**config.mk**
```make
export PLATFORM = sky130hd
export DESIGN_NAME = btn_conditioner_n
export DESIGN_NICKNAME = d
export VERILOG_FILES = /design/src/rtl/btn_conditioner_n.sv
export SDC_FILE = /design/constraint.sdc
export NUM_CORES = 1
export LEC_CHECK = 0
export ABC_AREA = 1
export BUFFER_PORTS_ARGS = -buffer_cell sky130_fd_sc_hd__buf_2
export CORE_ASPECT_RATIO = 0.75
export CORE_UTILIZATION = 62
export CTS_CLUSTER_SIZE = 28
export DETAILED_ROUTE_END_ITERATION = 7
export GPL_TIMING_DRIVEN = 0
export HOLD_SLACK_MARGIN = 0.15
export MAX_ROUTING_LAYER = met4
export PLACE_DENSITY_LB_ADDON = 0.15
export SLEW_MARGIN = 0
export SYNTH_ARGS = -nofsm -noshare
export SYNTH_HDL_FRONTEND = slang
export SYNTH_SLANG_ARGS = --single-unit
```
**constraint.sdc**
```tcl
create_clock -name CLOCK_50 -period 1.6 [get_ports CLOCK_50]
set_clock_uncertainty 0.15 [all_clocks]
set_input_delay 0.16 -clock CLOCK_50 [delete_from_list [all_inputs] [get_ports CLOCK_50]]
set_output_delay 0.16 -clock CLOCK_50 [all_outputs]
set_load 0.05 [all_outputs]
```
**src/rtl/btn_conditioner_n.sv**
```systemverilog
`timescale 1ns/1ps
`default_nettype none
// ============================================================================
// Module   : btn_conditioner_n
// Brief    : N-channel button front end with the chain invert, 2-FF sync,
//            debounce, rise detect and tick-aligned press with hold-to-repeat.
//            Optional macro BTN_PRIORITY_EN: at most one press bit per tick,
//            lowest owed channel first.
// Revision : 1.0 - initial release
// ============================================================================
module btn_conditioner_n #(
  parameter int NUM_CH     = 3,
  parameter int ACTIVE_LOW = 1,
  parameter int DB_CYCLES  = 250000,
  parameter int RPT_DELAY  = 20,
  parameter int RPT_PERIOD = 5
) (
  input  logic              CLOCK_50,
  input  logic              resetn,
  input  logic [NUM_CH-1:0] btn_raw,
  input  logic              tick,
  input  logic [NUM_CH-1:0] rpt_en,
  output logic [NUM_CH-1:0] level,
  output logic [NUM_CH-1:0] press
);

  localparam int c_DB_W    = $clog2(DB_CYCLES + 1);
  localparam int c_RPT_MAX = (RPT_DELAY > RPT_PERIOD) ? RPT_DELAY : RPT_PERIOD;
  localparam int c_CNT_W   = $clog2(c_RPT_MAX + 1);

  localparam logic [c_DB_W-1:0]  c_DB_LAST     = c_DB_W'(DB_CYCLES - 1);
  localparam logic [c_CNT_W-1:0] c_DELAY_LAST  = c_CNT_W'(RPT_DELAY - 1);
  localparam logic [c_CNT_W-1:0] c_PERIOD_LAST = c_CNT_W'(RPT_PERIOD - 1);

  typedef enum logic [1:0] {
    S_IDLE   = 2'd0,
    S_ARMED  = 2'd1,
    S_DELAY  = 2'd2,
    S_REPEAT = 2'd3
  } state_t;

  logic [NUM_CH-1:0] w_in;
  logic [NUM_CH-1:0] w_fire;
  logic [NUM_CH-1:0] r_press;

  assign w_in  = (ACTIVE_LOW != 0) ? ~btn_raw : btn_raw;
  assign press = r_press;

  for (genvar i = 0; i < NUM_CH; i++) begin : g_ch
    logic               r_sync1;
    logic               r_sync2;
    logic               r_level;
    logic               r_level_d;
    logic [c_DB_W-1:0]  r_db_cnt;
    state_t             r_state;
    state_t             w_state_nxt;
    logic [c_CNT_W-1:0] r_cnt;
    logic [c_CNT_W-1:0] w_cnt_nxt;
    logic               w_rise;
    logic               w_hold;
    logic               w_fire_ch;

    always_ff @(posedge CLOCK_50 or negedge resetn) begin
      if (!resetn) begin
        r_sync1   <= 1'b0;
        r_sync2   <= 1'b0;
        r_level   <= 1'b0;
        r_level_d <= 1'b0;
        r_db_cnt  <= '0;
      end else begin
        r_sync1   <= w_in[i];
        r_sync2   <= r_sync1;
        r_level_d <= r_level;
        if (r_sync2 == r_level) begin
          r_db_cnt <= '0;
        end else if (r_db_cnt == c_DB_LAST) begin
          r_level  <= ~r_level;
          r_db_cnt <= '0;
        end else begin
          r_db_cnt <= r_db_cnt + 1'b1;
        end
      end
    end

    assign w_rise = r_level & ~r_level_d;
    assign w_hold = r_level & rpt_en[i];

    always_ff @(posedge CLOCK_50 or negedge resetn) begin
      if (!resetn) begin
        r_state <= S_IDLE;
        r_cnt   <= '0;
      end else begin
        r_state <= w_state_nxt;
        r_cnt   <= w_cnt_nxt;
      end
    end

    always_comb begin
      w_state_nxt = r_state;
      w_cnt_nxt   = r_cnt;
      w_fire_ch   = 1'b0;
      case (r_state)
        S_IDLE, S_ARMED: begin
          // A rise coinciding with the tick is served by that same tick.
          if ((r_state == S_ARMED || w_rise) && tick) begin
            w_fire_ch   = 1'b1;
            w_cnt_nxt   = '0;
            w_state_nxt = w_hold ? S_DELAY : S_IDLE;
          end else if (w_rise) begin
            w_state_nxt = S_ARMED;
          end
        end
        S_DELAY: begin
          if (!w_hold) begin
            w_state_nxt = S_IDLE;
          end else if (tick) begin
            if (r_cnt == c_DELAY_LAST) begin
              w_fire_ch   = 1'b1;
              w_cnt_nxt   = '0;
              w_state_nxt = S_REPEAT;
            end else begin
              w_cnt_nxt = r_cnt + 1'b1;
            end
          end
        end
        S_REPEAT: begin
          if (!w_hold) begin
            w_state_nxt = S_IDLE;
          end else if (tick) begin
            if (r_cnt == c_PERIOD_LAST) begin
              w_fire_ch = 1'b1;
              w_cnt_nxt = '0;
            end else begin
              w_cnt_nxt = r_cnt + 1'b1;
            end
          end
        end
        default: begin
          w_state_nxt = S_IDLE;
        end
      endcase
    end

    assign w_fire[i] = w_fire_ch;
    assign level[i]  = r_level;
  end

`ifdef BTN_PRIORITY_EN
  logic [NUM_CH-1:0] r_owed;
  logic [NUM_CH-1:0] w_due;
  logic [NUM_CH-1:0] w_grant;

  // Owed presses saturate at one per channel and are only granted on a tick.
  always_comb begin
    w_due   = r_owed | w_fire;
    w_grant = '0;
    if (tick) begin
      for (int k = NUM_CH - 1; k >= 0; k--) begin
        if (w_due[k]) begin
          w_grant    = '0;
          w_grant[k] = 1'b1;
        end
      end
    end
  end

  always_ff @(posedge CLOCK_50 or negedge resetn) begin
    if (!resetn) begin
      r_owed  <= '0;
      r_press <= '0;
    end else begin
      r_owed  <= w_due & ~w_grant;
      r_press <= w_grant;
    end
  end
`else
  always_ff @(posedge CLOCK_50 or negedge resetn) begin
    if (!resetn) begin
      r_press <= '0;
    end else begin
      r_press <= w_fire;
    end
  end
`endif

endmodule
`default_nettype wire
```
Word level (Yosys, flattened, before mapping). Index checks and enable logic that the tools add are counted.

Reductions and logical operators: 21. Bitwise gates (word level): 16. Muxes and demuxes: 78. Add/sub/neg operators: 6. Eq/ne operators: 48.

Operators with widths (count): 2-to-1 mux 18 bit (6); 2-to-1 mux 5 bit (21); adder 18 x 1 -> 18 bit (second input constant) (3); equality test 18 bit (second input constant) (3); case mux 5 bit (3 select lines) (3); 2-to-1 mux 2 bit (21); inequality test 2 bit (second input constant) (18); inequality test 3 bit (second input constant) (9); 2-to-1 mux 1 bit (21); case mux 2 bit (3 select lines) (3); adder 5 x 1 -> 5 bit (second input constant) (3); equality test 5 x 3 -> 1 bit (second input constant) (3); equality test 5 bit (second input constant) (3); AND reduction 5 bit (3); equality test 2 bit (second input constant) (6); AND reduction 4 bit (3); inverter 1 bit (9); case mux 1 bit (3 select lines) (3); AND 1 bit (6); equality test 2 x 1 -> 1 bit (second input constant) (3); logical NOT 2 bit (3); AND reduction 2 bit (3); OR reduction 2 bit (3); equality test 1 bit (3); 3 further kinds (7).

Register bits after elaboration: 90. Input port bits: 9. Logic and storage cells: 191. Output and inout bits: 6.

Logic depth before layout (Yosys ltp). Gate-level depths: netlist of the first run.

Word-level depth: 6. Gate-level depth with buffers: 8. Mapped depth without buffers: 8.

Worst setup path before layout of the first run. OpenSTA, ideal clock, no wires.

Path kind: register to register. From: reg g_ch[2].r_db_cnt[0]. To: reg g_ch[2].r_db_cnt[9]. Required time: 1.330 ns. Path slack: 0.136 ns. Period minus slack after synthesis: 1.464 ns. Stages on the path, launching flop included: 9. Arrival: 1.194 ns. Library setup time: 0.120 ns. Buffers on the path: 0. Path through: dfrtp_1 > ha_1 > nand2_2 > nor2_2 > nand2_1 > nor2_1 > nand2_1 > nand2_2 > nor3_1.

Cells in the longest elaborated chain, start to end: 3. Elaborated cells between the ends (all ways): 4. Classes of those cells: add/sub: 1; eq/ne: 1; mux: 2.

Ends and longest elaborated chain: from (decl) (RTL line 54) `logic [c_DB_W-1:0] r_db_cnt;`; from (signal assigned) (RTL line 80) `r_db_cnt <= r_db_cnt + 1'b1;`; adder 18 x 1 -> 18 bit or equality test 18 bit (tied branches) (RTL line 80, 76); 2-to-1 mux 18 bit (*) (RTL line 76) `end else if (r_db_cnt == c_DB_LAST) begin`; 2-to-1 mux 18 bit (*) (RTL line 74) `if (r_sync2 == r_level) begin`.

Mark *: on every way between the ends. The rest lies on a longest branch, timed or not. A chain may end at the register's enable or synchronous reset.

Final worst setup path of the first run.
From: reg g_ch[2].r_db_cnt[1]. To: reg g_ch[2].r_db_cnt[16].

The elaborated chain is that of the path after synthesis.

==> metrics.md, run 1 <==
| Metric | Value |
|---|---|
| Status | `completed` |
| Compound-gate portion of the synthesized area | `3.74%` |
| Final count of pins violating max slew | `0` |
| Yosys Warn Count | `0` |
| Worst Hold Slack | `0.0850 ns` |
| Final setup violation count | `0` |
| Library cell occupying the most area in the post-synthesis netlist | `dfrtp_1` |
| Worst voltage drop across the vdd grid | `0.597 mV` |
| Number of top-level pins | `15` |
| TritonCTS buffer count | `9` |
| Largest net degree at the start of global routing | `66` |
| Relative contribution of sequential cells to total power | `54.9%` |
| Number of distinct library cells after synthesis | `30` |
| CTS H-tree lvls | `3` |
| Leading post-synthesis cells by instance count | `163 x nand2_1, 133 x nor2_1, 90 x dfrtp_1` |
| MaxCap Viol Count | `0` |
| Required @ worst endpoint | `1.71 ns` |
| Initial antenna violation count | `0` |
| Starting DRT DRC Count | `326` |
| Post-Syn Instances | `669` |
| Fin crit share | `98.9%` |
| Area added between synthesis and finish | `15.8%` |
| Placed insts | `785` |
| Global-route wire length before repair | `18.6 mm` |
| Effective utilization at floorplan | `65.8%` |
| Antenna Cells | `0` |
| Gp weighted congestion | `0.918` |
| WL per Instance | `13.7 um` |
| Final Net Count | `733` |
| Die X | `105 um` |
| Area share of the largest cell type after synthesis | `45.2%` |
| Clock insertion delay at the later pin of the skew report | `0.37 ns` |
| Total DRC errors in the routed layout | `0` |
| PwrDens | `733 nW/um^2` |
| Post-synthesis mux area share | `0%` |
| Share of synthesized cell area in full adder, half adder and majority cells | `2.26%` |
| Total standard cell area after synthesis | `4980 um^2` |
| Switching power summed over all nets | `0.939 mW` |
| Main combinational cell family by area after synthesis | `simple AND/OR/NAND/NOR gates` |
| Total global-route track usage | `29.1%` |
| Count leader, synth | `nand2_1` |
| Final hold vios | `0` |
| Root Driver | `clkbuf_8` |
| Reg clk slew, reported paths | `0.09 ns` |
| Top FF cell, synth | `dfrtp_1` |
| Post-synthesis share of cell area spent on and, or, nand and nor gates | `36.9%` |
| Transition time at the pin with the least slew margin | `0.510 ns` |
| Core ar. | `7570 um^2` |
| Count of flip-flops with a built-in enable after synthesis | `0` |
| Share of power burned in the clock network | `41.0%` |
| Via count | `4527` |
| Congestion Overflow GR | `0` |
| Non-filler instance count after layout | `821` |
| Leading post-synthesis cells by cell area | `dfrtp_1 45%, nand2_1 12%, nor2_1 10%` |
| Half-perimeter wire length after placement | `7.62 mm` |
| Vias in the first global route | `4141` |
| Share of final-layout standard cells stronger than drive strength 1 | `14.6%` |
| Design internal power | `3.29 mW` |
| Worst-path fanout max | `7` |
| Type of the tightest min-delay check | `in -> async` |
| Leakage | `2.66 nW` |
| Max frequency | `632 MHz` |
| Post-DR vias/cell | `5.51` |
| Setup Total Neg Slack | `0 ns` |
| Post-synthesis area per instance | `7.44 um^2` |
| Net Count, Synth | `687` |
| Critical path class | `reg -> reg` |
| Num rows | `27` |
| Switching part of the total power | `22.2%` |
| First-pass detailed-route iteration total | `4` |
| Antenna-violating nets left | `0` |
| Min Tclk post-route | `1.58 ns` |
| Fraction of the yosys area taken by sequential cells | `45.2%` |
| Height of the chip | `79.6 um` |
| CTS tree | `done` |
| Maximum buffer depth of the clock tree | `2` |
| Total Routed Length | `11.2 mm` |
| Cts hold-fix bufs | `8` |
| Arrival time at the worst endpoint | `1.70 ns` |
| Endpoint kind of the worst setup timing path | `flip-flop` |
| Final worst slack | `0.0169 ns` |
| Post-synthesis share of cell area spent on xor and xnor gates | `5.25%` |
| Number of port buffers | `14` |
| Worst max-slew margin expressed relative to the limit | `65.8%` |
| Sort of element at the start of the critical path | `flip-flop` |
| Total design power | `4.23 mW` |
| Portion of total power attributed to combinational logic | `4.1%` |
| Setup repair after global routing missed its margin | `yes` |
| Number of clock sinks | `90` |
| Async set-or-reset flop fraction in the synthesized netlist | `100%` |
| Worst slack after detailed placement | `-0.156 ns` |
| Die area | `8400 um^2` |
| Number of storage elements in the synthesis netlist | `90` |
==> final cells by class <==
class | instances | area [um^2]
multi-input cells | 495 | 2560
flip-flops and latches | 90 | 2260
fillers | 555 | 1800
inverters | 80 | 300
repair buffers | 35 | 270
clock buffers | 12 | 145
well taps | 101 | 126
clock inverters | 4 | 75.1
plain buffers | 4 | 27.5
==> power by group through the flow <==
stage                     logic (mW)  clock network [mW]  registers (mW)
after detailed placement       0.140                   0            2.36
after CTS                      0.166                1.76            2.32
final                          0.175                1.73            2.32
after global routing           0.203                1.84            2.32
after global placement         0.126                   0            2.36
after floorplan               0.0573                   0            2.36
==> flip-flops by register name (all words and copies together), names as in the netlist <==
register,cells
g_ch.r_cnt,15
g_ch.r_db_cnt,54
g_ch.r_level,3
g_ch.r_level_d,3
g_ch.r_state,6
g_ch.r_sync1,3
g_ch.r_sync2,3
press,3
==> layout by cell type, fill, tap and decap left out, types with 11 or more instances in the layout <==
| cell | netlist | layout |
|---|---|---|
| dfrtp_1 | 90 | 86 |
| nand4_1 | 16 | 16 |
| xor2_1 | 21 | 20 |
| a21oi_1 | 12 | 11 |
| inv_1 | 76 | 72 |
| nand2_1 | 163 | 158 |
| buf_4 | 3 | 16 |
| o21ai_0 | 13 | 11 |
| buf_2 | 1 | 14 |
| nand3_1 | 72 | 70 |
| nor2_1 | 133 | 127 |
==> per-layer routing <==
metal | GRT usage (%) | share of wire [%] | vias to the layer above
li1 | - | - | 2202
met2 | 47.3 | 49 | 152
met4 | 10.6 | 1.6 | 0
met5 | - | 0 | -
met3 | 6.78 | 5.6 | 24
met1 | 36.1 | 44 | 2149
==> worst max-delay path, cell delays in order, from the launching register on <==
cell and delay (ns):
dfrtp_1 0.42, ha_4 0.17, nand2_4 0.07, nor2_4 0.13, nand2_1 0.07, nor2_2 0.17, nand2_2 0.11, nand2_4 0.11
a21oi_1 0.06
==> through the flow <==
stage / instance area [um^2] / util [%]
final: 5770 / 76.2
after global routing: 5770 / 76.2
after CTS: 5570 / 73.6
after detailed placement: 5210 / 68.8
after global placement: 5180 / 68.4
after floorplan: 4980 / -
==> what timing repair did <==
action,4_1_cts,5_1_grt
endpoints found under the hold margin,105,25
gates resized for setup,14,34
buffers inserted,2,10
pin swaps,3,17
endpoints found under the setup margin,35,52
cloned,0,0
==> worst paths after layout <==
path | from | endpoint | slack (ns) | depth (start not counted)
worst min-delay path | resetn | g_ch[1].r_db_cnt[7] | 0.09 | 2
worst min register to register | g_ch[0].r_sync1 | g_ch[0].r_sync2 | 0.20 | 0
max in group asynchronous | resetn | g_ch[2].r_db_cnt[2] | 0.58 | 3
worst max-delay path | g_ch[2].r_db_cnt[1] | g_ch[2].r_db_cnt[16] | 0.02 | 8
min in group CLOCK_50 | g_ch[0].r_sync1 | g_ch[0].r_sync2 | 0.20 | 0
worst max register to register | g_ch[2].r_db_cnt[1] | g_ch[2].r_db_cnt[16] | 0.02 | 8
==> logic make-up after synthesis <==
| logic type | count (synthesis) |
|---|---|
| xor gates and xnor gates | 29 |
| adders and majority gates | 9 |
| DFF | 90 |
| AOI/OAI and AO/OA | 33 |
| buffers and inverters | 84 |
| and+or+nand+nor | 424 |
No activity file was read; power rests on OpenSTA's default activity.
==> inputs of run 2 (changes only) <==
--- a/config.mk
+++ b/config.mk
@@ -15,7 +15,7 @@
 export HOLD_SLACK_MARGIN = 0.15
 export MAX_ROUTING_LAYER = met4
 export PLACE_DENSITY_LB_ADDON = 0.15
-export SLEW_MARGIN = 0
+export SLEW_MARGIN = 25
 export SYNTH_ARGS = -nofsm -noshare
 export SYNTH_HDL_FRONTEND = slang
 export SYNTH_SLANG_ARGS = --single-unit
==> constraint.sdc (replaced) <==
create_clock -name CLOCK_50 -period 1.55 [get_ports CLOCK_50]
set_clock_uncertainty 0.15 [all_clocks]
set_input_delay 0.155 -clock CLOCK_50 [delete_from_list [all_inputs] [get_ports CLOCK_50]]
set_output_delay 0.155 -clock CLOCK_50 [all_outputs]
set_load 0.05 [all_outputs]
==> metrics.md, run 2 (synthesized netlist as in run 1, its figures left out) <==
| Metric | Value |
|---|---|
| Required @ worst endpoint | `1.67 ns` |
| Effective utilization at floorplan | `65.8%` |
| Endpoint kind of the worst setup timing path | `flip-flop` |
| Root Driver | `clkbuf_8` |
| Number of top-level pins | `15` |
| Switching power summed over all nets | `0.979 mW` |
| Non-filler instance count after layout | `828` |
| Portion of total power attributed to combinational logic | `4.6%` |
| Cts hold-fix bufs | `8` |
| Placed insts | `785` |
| Area occupied by registers | `2270 um^2` |
| Area added between synthesis and finish | `20.9%` |
| Leakage | `2.76 nW` |
| Largest reg by FF count | `g_ch.r_db_cnt` |
| Initial antenna violation count | `0` |
| Final Net Count | `741` |
| Num rows | `27` |
| Sort of element at the start of the critical path | `flip-flop` |
| Filler instances | `492` |
| Total Routed Length | `12.2 mm` |
| CTS tree | `done` |
| Clock insertion delay at the later pin of the skew report | `0.37 ns` |
| Number of buffers and inverters on the critical path | `0` |
| MaxCap Viol Count | `0` |
| Violated checks | `setup timing` |
| Worst-path fanout max | `4` |
| Placed standard-cell area | `5210 um^2` |
| CTS H-tree lvls | `3` |
| Final core utilization | `79.6%` |
| Highest-count cells in the layout ignoring fill and taps | `155 x nand2_1, 121 x nor2_1, 79 x dfrtp_1, 69 x inv_1, 67 x nand3_1` |
| Vias in the first global route | `4207` |
| Final count of pins violating max slew | `0` |
| Half-perimeter wire length after placement | `7.73 mm` |
| Critical path class | `reg -> reg` |
| Design internal power | `3.44 mW` |
| Total DRC errors in the routed layout | `0` |
| Max frequency | `644 MHz` |
| Number of flip-flops in the largest register | `54` |
| Largest regs | `g_ch.r_db_cnt (54), g_ch.r_cnt (15), g_ch.r_state (6)` |
| Final setup violation count | `1` |
| Die area | `8400 um^2` |
| Min Tclk post-route | `1.55 ns` |
| Most utilized layer in the global route result | `met2` |
| Most frequent standard cell in the layout excluding fill and tap cells | `nand2_1` |
| Final worst slack | `-0.00249 ns` |
| Via count | `4689` |
| Cell with the largest stage delay on the worst path | `dfrtp_2` |
| Maximum buffer depth of the clock tree | `2` |
| Height of the chip | `79.6 um` |
| Worst Hold Slack | `0.0750 ns` |
| Fin crit share | `100%` |
| Status | `complete, but fails checks` |
| Worst max-slew margin expressed relative to the limit | `69.7%` |
| Largest net degree at the start of global routing | `60` |
| TritonCTS buffer count | `9` |
| First-pass detailed-route iteration total | `5` |
| Number of port buffers | `14` |
| Starting DRT DRC Count | `333` |
| Worst voltage drop across the vdd grid | `0.668 mV` |
| Antenna Cells | `0` |
| Post-DR vias/cell | `5.66` |
| Fin area | `6020 um^2` |
| Total global-route track usage | `29.2%` |
| Congestion Overflow GR | `0` |
| Cells along the critical path | `ha_4 > nand4_1 > nand2_1 > nand2_1 > nand2_1 > nand2_1 > nand2_1 > nand2_1` |
| Met2 GRT Util | `48.5%` |
| PwrDens | `733 nW/um^2` |
| Core ar. | `7570 um^2` |
| Global Route met1 Usage | `36.2%` |
| Type of the tightest min-delay check | `in -> async` |
| Die X | `105 um` |
| Number of clock sinks | `90` |
| Reg clk slew, reported paths | `0.09 ns` |
| Worst slack after detailed placement | `-0.202 ns` |
| Setup repair after global routing missed its margin | `yes` |
| Cell type with the highest occurrence count on the critical path | `nand2_1` |
| Gp weighted congestion | `0.918` |
| WL per Instance | `14.7 um` |
| Largest delay contributor family on the critical path | `simple AND/OR/NAND/NOR gates` |
| Antenna-violating nets left | `0` |
| Final hold vios | `0` |
| Setup Total Neg Slack | `-0.00249 ns` |
| Relative contribution of sequential cells to total power | `54.3%` |
| Global-route wire length before repair | `18.7 mm` |
| Switching part of the total power | `22.2%` |
| Share of power burned in the clock network | `41.1%` |
| Transition time at the pin with the least slew margin | `0.455 ns` |
| Total area of multi-input combinational cells | `2740 um^2` |
| Total design power | `4.42 mW` |
| Met3 global-route usage | `5.55%` |
| Arrival time at the worst endpoint | `1.67 ns` |
| Crit-path max cell delay | `0.41 ns` |
| Share of final-layout standard cells stronger than drive strength 1 | `19.5%` |
==> run 2: cell count changes in the layout (fill, tap and decap cells not counted), moves of 3 or more <==
cell / previous run / this run
buf_4: 16 / 22
dfrtp_1: 86 / 79
dfrtp_2: 4 / 11
ha_2: 4 / 1
ha_4: 1 / 5
inv_1: 72 / 69
nand2_1: 158 / 155
nand2_4: 4 / 7
nand3_1: 70 / 67
nor2_1: 127 / 121
nor2_2: 6 / 10
==> run 2: final timing paths <==
path | startpoint | endpoint | slack (ns) | cells after the start
max | g_ch[1].r_cnt[0] | g_ch[1].r_state[0] | -0.002 | 8
min in group CLOCK_50 | g_ch[0].r_sync1 | g_ch[0].r_sync2 | 0.20 | 0
min | resetn | g_ch[1].r_db_cnt[7] | 0.08 | 2
max reg2reg | g_ch[1].r_cnt[0] | g_ch[1].r_state[0] | -0.002 | 8
min reg2reg | g_ch[0].r_sync1 | g_ch[0].r_sync2 | 0.20 | 0
max in group asynchronous | resetn | g_ch[2].r_db_cnt[2] | 0.57 | 3
==> run 2: timing repair <==
| item | 4_1_cts | 5_1_grt |
|---|---|---|
| cloned | 0 | 1 |
| pin swaps | 7 | 28 |
| setup buffers | 5 | 15 |
| endpoints found under the setup margin | 42 | 63 |
| hold endpoints to repair | 104 | 31 |
| gates resized for setup | 22 | 73 |
==> run 2: routing by layer <==
layer  routed length (um)  part of all wire (%)  vias up
met4                  328                   2.7        0
li1                     -                     -     2234
met2                 5970                    49      215
met5                    0                     0        -
met1                 5010                    41     2197
met3                  857                   7.0       43
==> run 2: layout make-up <==
class | instances | share of cell area, %
plain buffers | 3 | 0.374
clock buffers | 11 | 2.51
clock inverters | 4 | 1.25
inverters | 80 | 5.03
multi-input cells | 496 | 45.5
flip-flops and latches | 90 | 37.6
well taps | 101 | 2.10
repair buffers | 43 | 5.65
==> run 2: power by group through the flow <==
| stage | registers (mW) | logic, mW | clock network (mW) |
|---|---|---|---|
| detailed placement | 2.44 | 0.146 | 0 |
| global placement | 2.44 | 0.130 | 0 |
| global route | 2.40 | 0.231 | 1.92 |
| finish | 2.40 | 0.202 | 1.81 |
| CTS | 2.39 | 0.179 | 1.84 |
| floorplan | 2.44 | 0.0591 | 0 |
==> run 2: worst reg2reg max path: cells and delay by family, from the launching register on <==
kind,cells,cell delay [ns]
adders and majority gates,1,0.17
DFF,1,0.41
and+or+nand+nor,7,0.72
